File: src/rtl/midi_uart_rx.sv
// MIDI 8N1 UART receiver: synchronises midi_rx, samples mid-bit, reports bytes and framing errors.
// Optional build macro MIDI_RX_MAJORITY_EN enables 2-of-3 majority voting on every bit decision.
module midi_uart_rx #(
  parameter int CLOCK_HZ     = 50000000,
  parameter int BAUD         = 31250,
  parameter int CLKS_PER_BIT = CLOCK_HZ / BAUD,
  parameter int SYNC_STAGES  = 2
) (
  input  logic       clock_50_000_000,
  input  logic       reset_l,
  input  logic       midi_rx,
  output logic [7:0] data_in,
  output logic       data_in_ready,
  output logic       framing_error,
  output logic       busy
);

  localparam int TIMER_W = $clog2(CLKS_PER_BIT);
  localparam logic [TIMER_W-1:0] HALF_BIT = TIMER_W'(CLKS_PER_BIT / 2 - 1);
  localparam logic [TIMER_W-1:0] FULL_BIT = TIMER_W'(CLKS_PER_BIT - 1);

  typedef enum logic [2:0] {IDLE, START, DATA, STOP, BREAK} state_t;

  state_t               state, state_nxt;
  logic [SYNC_STAGES-1:0] sync;
  logic                 rx_s, rx_prev, rx_bit, tick;
  logic [TIMER_W-1:0]   timer, timer_nxt;
  logic [2:0]           bit_idx, bit_idx_nxt;
  logic [7:0]           shift, shift_nxt, data_nxt;
  logic                 ready_nxt, fe_nxt;

  // Synchroniser resets to the idle-high level so reset release never fakes a start edge
  always_ff @(posedge clock_50_000_000 or negedge reset_l) begin
    if (!reset_l) begin
      sync    <= '1;
      rx_prev <= 1'b1;
    end else begin
      sync    <= {sync[SYNC_STAGES-2:0], midi_rx};
      rx_prev <= rx_s;
    end
  end

  assign rx_s = sync[SYNC_STAGES-1];

`ifdef MIDI_RX_MAJORITY_EN
  logic rx_prev2;

  function automatic logic majority3(input logic a, input logic b, input logic c);
    return (a & b) | (a & c) | (b & c);
  endfunction

  always_ff @(posedge clock_50_000_000 or negedge reset_l) begin
    if (!reset_l) rx_prev2 <= 1'b1;
    else          rx_prev2 <= rx_prev;
  end

  assign rx_bit = majority3(rx_s, rx_prev, rx_prev2);
`else
  assign rx_bit = rx_s;
`endif

  assign tick = (timer == '0);
  assign busy = (state != IDLE);

  always_comb begin
    state_nxt   = state;
    timer_nxt   = tick ? timer : timer - 1'b1;
    bit_idx_nxt = bit_idx;
    shift_nxt   = shift;
    data_nxt    = data_in;
    ready_nxt   = 1'b0;
    fe_nxt      = 1'b0;
    case (state)
      IDLE: begin
        if (!rx_s && rx_prev) begin
          state_nxt = START;
          timer_nxt = HALF_BIT;
        end
      end
      START: begin
        if (tick) begin
          if (!rx_bit) begin
            state_nxt   = DATA;
            bit_idx_nxt = 3'd0;
            timer_nxt   = FULL_BIT;
          end else begin
            state_nxt = IDLE;
          end
        end
      end
      DATA: begin
        if (tick) begin
          shift_nxt = {rx_bit, shift[7:1]};
          timer_nxt = FULL_BIT;
          if (bit_idx == 3'd7) state_nxt = STOP;
          else                 bit_idx_nxt = bit_idx + 1'b1;
        end
      end
      STOP: begin
        // Leave at mid stop bit so the next start edge is never missed
        if (tick) begin
          if (rx_bit) begin
            data_nxt  = shift;
            ready_nxt = 1'b1;
            state_nxt = IDLE;
          end else begin
            fe_nxt    = 1'b1;
            state_nxt = BREAK;
          end
        end
      end
      BREAK: begin
        if (rx_s) state_nxt = IDLE;
      end
      default: state_nxt = IDLE;
    endcase
  end

  always_ff @(posedge clock_50_000_000 or negedge reset_l) begin
    if (!reset_l) begin
      state         <= IDLE;
      timer         <= '0;
      bit_idx       <= 3'd0;
      shift         <= 8'h00;
      data_in       <= 8'h00;
      data_in_ready <= 1'b0;
      framing_error <= 1'b0;
    end else begin
      state         <= state_nxt;
      timer         <= timer_nxt;
      bit_idx       <= bit_idx_nxt;
      shift         <= shift_nxt;
      data_in       <= data_nxt;
      data_in_ready <= ready_nxt;
      framing_error <= fe_nxt;
    end
  end

endmodule
File: config.mk
export PLATFORM = sky130hd
export DESIGN_NAME = midi_uart_rx
export DESIGN_NICKNAME = d
export VERILOG_FILES = /design/src/rtl/midi_uart_rx.sv
export SDC_FILE = /design/constraint.sdc
export NUM_CORES = 1
export LEC_CHECK = 0
export ABC_AREA = 1
export BUFFER_PORTS_ARGS = -buffer_cell sky130_fd_sc_hd__buf_4
export CORE_AREA = 3 3 73 61
export CTS_CLUSTER_DIAMETER = 40
export DETAILED_ROUTE_END_ITERATION = 7
export DIE_AREA = 0 0 76 64
export GPL_TIMING_DRIVEN = 0
export PLACE_DENSITY_LB_ADDON = 0.3
export SYNTH_ARGS = -nofsm -noshare
export SYNTH_HDL_FRONTEND = slang
export SYNTH_SLANG_ARGS = --single-unit
File: constraint.sdc
create_clock -name clock_50_000_000 -period 4.15 [get_ports clock_50_000_000]
set_input_delay 0.415 -clock clock_50_000_000 [delete_from_list [all_inputs] [get_ports clock_50_000_000]]
set_output_delay 0.415 -clock clock_50_000_000 [all_outputs]
set_load 0.01 [all_outputs]
# Word-level counts from Yosys, hierarchy flattened
# Cells that the tools add are included.
[word_totals] mem_count=0 latch_bits=0 regBits=38 in_bits=3 mem_bits_ro=0 wordCells=60 mem_bits_rw=0
[classes] div_mod_pow=0 multipliers=0 n_reduce_logical=10 n_eq_ne=13 n_shift=0 addsub=2 n_lt_le_gt_ge=0 mux=26 bitwise_logic=0
[ops] operator="two-way mux 11 bit" count=5
[ops] operator="two-way mux 3 bit" count=11
[ops] operator="one-hot mux 11 bit (3 select lines)" count=1
[ops] operator="inequality test 2 bit, second input constant" count=8
[ops] operator="one-hot mux 3 bit (5 select lines)" count=1
[ops] operator="zero test 11 bit" count=1
[ops] operator="subtractor 11 x 1 -> 11 bit, second input constant" count=1
[ops] operator="equality test 3 x 2 -> 1 bit, second input constant" count=2
[ops] operator="equality test 3 bit, second input constant" count=2
[ops] operator="two-way mux 1 bit" count=6
[ops] operator="one-hot mux 3 bit (2 select lines)" count=1
[ops] operator="AND reduction 6 bit" count=1
[ops] operator="AND reduction 5 bit" count=1
[ops] operator="adder 3 x 1 -> 3 bit, second input constant" count=1
[ops] operator="equality test 3 x 1 -> 1 bit, second input constant" count=1
[ops] operator="zero test 3 bit" count=1
[ops] operator="AND reduction 3 bit" count=1
[ops] operator="nonzero test 3 bit" count=1
[ops] operator="two-way mux 2 bit" count=1
[ops] operator="AND reduction 2 bit" count=1
[ops] operator="nonzero test 2 bit" count=1
[ops] operator="logical AND 1 bit" count=1
[ops] operator="zero test 1 bit" count=1

# Depth between registers and ports, before layout
[depth] ltp_word=5 depth_mapped=12

# Worst setup path after synthesis
# OpenSTA, ideal clock, no wires.
[synth_timing] path_type="register -> register" startpoint="reg timer[0]" endpoint="reg timer[0]" required_ps=4026 stages_incl_launch_ff=13 setup_slack_ps=2326 setup_time_ps=124 n_path_buf=0 t_arrival_ps=1700 cell_sequence="dfrtp_1 -> inv_1 -> ha_1 -> inv_1 -> nor2_1 -> nand3_2 -> nor2_8 -> inv_4 -> ha_1 -> inv_1 -> nand3_1 -> nand3_1 -> nand3_1"
[synth_via] elab_chain_cells=5 word_cells_on_any_way=8 classes_between="add/sub (1); mux (6); reduce/logical (1)"
[synth_rtl] element="from (decl)" line="27" text="logic [TIMER_W-1:0] timer, timer_nxt;"
[synth_rtl] element="from (signal assigned)" line="130" text="timer <= timer_nxt;"
[synth_rtl] element="subtractor 11 x 1 -> 11 bit or zero test 11 bit (tied branches)" line="67, 62"
[synth_rtl] element="two-way mux 11 bit" line="67" text="timer_nxt = tick ? timer : timer - 1'b1;"
[synth_rtl] element="two-way mux 11 bit" line="82" text="if (!rx_bit) begin"
[synth_rtl] element="two-way mux 11 bit" line="81" text="if (tick) begin"
[synth_rtl] element="one-hot mux 11 bit (3 select lines) *" line="73" text="case (state)"
[synth_rtl] element="via timer_nxt[0]" line="27"
# The timed path passes the listed nets; every way through them passes the cells marked *.
# A chain may end at the register's enable or synchronous reset.

# Worst setup path after layout
# Same ends and word-level chain as after synthesis.

==> out/qor.csv <==
stage,metric,value,unit
outcome,outcome,finished clean,
clocking,cts_resized,0,
power,power.density,562,mW/mm2
worst_setup_path,required,4320,ps
clocking,clk_latency,290,ps
worst_setup_path,cp_max_fo,9,
floorplanning,coreArea,0.00378,mm2
clocking,clock_sinks,38,
clocking,cts_tree,built,
floorplanning,io_pins,14,
grt,antenna_found_initial,0,
clocking,clockBufferDepth,2,
synth,yosysSeqAreaShare,0.469,
cells_and_area,mostFrequentLayoutCells,"nand2_1 (64), dfrtp_1 (35), inv_1 (25), nor2_1 (22), nand3_1 (21)",
worst_setup_path,path_class,flop to flop,
worst_setup_path,rr_worst_depth,12,
cells_and_area,area_growth,15.2,%
route,drt_iter0_drc,97,
grt,grt_pass1_wl,6.71,mm
worst_setup_path,arrival,2230,ps
cells_and_area,drive_above_1_share,0.252,
synth,syn_inst,237,
sta,fin_tns_setup,0,ps
route,ant_nets,0,
clocking,cts_root_buffer,clkbuf_8,
placed_design,numPortBuffers,13,
cells_and_area,layout_commonest_cell,nand2_1,
synth,async_flop_share,1.00,
placed_design,gp_congestion,0.935,
route,viasPerCell,4.95,
synth,syn-num-nets,245,
sta,tightest_slew,465,ps
worst_setup_path,cp-start-kind,flop,
clocking,post_cts_buffers,0,
sta,post-route-worst-setup-slack,2090,ps
placed_design,place_ws,2130,ps
sta,rsz0062_at_grt,false,
floorplanning,start_util,0.538,
placed_design,dpl.hpwl,2.71,mm
route,wl,3.72,mm
route,vias,1550,
synth,synthDistinctLibCells,31,
route,dr.pass1.iters,5,
sta,finalSetupViolations,0,
grt,track_usage,0.173,
sta,clock_skew,1.87,ps
sta,final_hold_viol_count,0,
synth,synth_area_per_cell,8.58,um2
cells_and_area,n_antenna_cell,0,
job,drv_cap,0,
clocking,numCtsBuffers,5,
floorplanning,rows,20,
floorplanning,dieArea,0.00486,mm2
route,drc,0,
floorplanning,die_y,64,um
route,wire_per_inst,11.9,um
sta,max_freq,0.487,GHz
synth,syn_area,0.00203,mm2
grt,grt_max_degree,39,
cells_and_area,final_nets,265,
synth,yosysWarnings,0,
cells_and_area,fillers,317,
clocking,htreeDepth,2,
sta,timing.final.crit_share,0.495,
clocking,clk_pin_slew,70,ps
sta,slew_headroom,0.690,
worst_setup_path,rr_endpoint,timer[0],
sta,slew_violations,0,
synth,synth_edf_count,0,
synth,synth_ff_type,dfrtp_1,
worst_setup_path,rrSetupSlack,2090,ps
grt,gr-total-overflow,0,
power,p_leak,1.21,nW
power,vdd_drop_max,0.398,mV
floorplanning,die_w,76,um
worst_setup_path,rr_startpoint,timer[0],
synth,synth_seq_cells,38,
min_path,hp-class,input port to async pin,
grt,grt_pass1_vias,1452,
sta,min_period,2060,ps
clocking,ctsHoldBuffers,0,
worst_setup_path,end_kind,flop,
cell families after synthesis:
group / count (synthesis) / share of synthesized area
and+or+nand+nor: 135 / 0.327
DFF: 38 / 0.469
buffers and inverters: 32 / 0.0676
AOI/OAI and AO/OA: 25 / 0.0972
adders and majority gates: 5 / 0.0308
xor gates and xnor gates: 2 / 0.00861
Yosys cell counts, types with 2 or more instances:
master / count / area share
nor3_1: 3 / 0.0074
inv_2: 4 / 0.0074
nand4_1: 5 / 0.015
nand3b_1: 3 / 0.011
nor2_1: 22 / 0.041
nand2_1: 64 / 0.12
nor2_4: 2 / 0.011
o21ai_0: 2 / 0.0049
o21bai_1: 2 / 0.0074
buf_6: 2 / 0.011
inv_1: 25 / 0.046
dfrtp_1: 35 / 0.43
nand2_2: 5 / 0.015
nor2_2: 3 / 0.0092
nand3_2: 2 / 0.0098
o21ai_2: 16 / 0.069
nand3_1: 21 / 0.052
xor2_1: 2 / 0.0086
ha_1: 5 / 0.031
dfstp_2: 3 / 0.039
power by group:
group	leakage, nW	switching (W)	internal, W
combinational	0.647	0.000282	0.000146
sequential	0.491	0.0000747	0.000431
clock	0.0714	0.000129	0.000256
per-stage QoR:
step                      power [W]  utilization  cells  hold WS [ps]  cell area (um2)
after floorplan            0.000834            -    237           119             2030
after global placement     0.000925        0.582    305           348             2200
after detailed placement   0.000931        0.582    305           349             2200
after CTS                   0.00132        0.620    313          96.5             2340
after global routing        0.00142        0.620    313           119             2340
final                       0.00132        0.620    313          76.2             2340
layout make-up:
type,count,area (um2),share of cell area
Clock buffer,6,82.6,0.0352
Inverter,30,115,0.0491
Tap cell,55,68.8,0.0294
Clock inverter,2,60.1,0.0256
Timing Repair Buffer,13,97.6,0.0416
Buffer,2,22.5,0.00961
Sequential cell,38,955,0.407
Multi-Input combinational cell,167,942,0.402
per-layer routing:
metal	routed length, um	share of wire	up-vias	track usage
met3	176	0.047	6	0.0394
met1	1970	0.53	705	0.245
li1	-	-	802	-
met5	0	0	-	0
met4	59	0.016	0	0.0701
met2	1520	0.41	37	0.257
worst max path at each step:
| stage | startpoint | end | slack [ps] | cells after the start |
|---|---|---|---|---|
| 2_1_floorplan | timer[0] | timer[0] | 2330 | 12 |
| 3_3_place_gp | timer[0] | timer[0] | 2140 | 12 |
| 3_5_place_dp | timer[0] | timer[0] | 2130 | 12 |
| 4_1_cts | timer[0] | timer[0] | 2090 | 12 |
| 5_1_grt | timer[0] | timer[0] | 1870 | 12 |
| 6_report | timer[0] | timer[0] | 2090 | 12 |
critical path, cell delays in order (launching register included):
cell	delay, ps
dfrtp_1	410
inv_1	150
ha_1	160
inv_1	80
nor2_1	130
nand3_2	150
nor2_8	220
inv_4	80
ha_1	290
inv_1	60
nand3_1	70
nand3_1	70
nand3_1	70
registers in the layout (all words and copies together), names as in the netlist:
| signal | count |
|---|---|
| shift | 8 |
| sync | 2 |
| rx_prev | 1 |
| state | 3 |
| timer | 11 |
| bit_idx | 3 |
| data_in | 8 |
| framing_error | 1 |
| data_in_ready | 1 |
No activity file was read; power rests on OpenSTA's default activity.
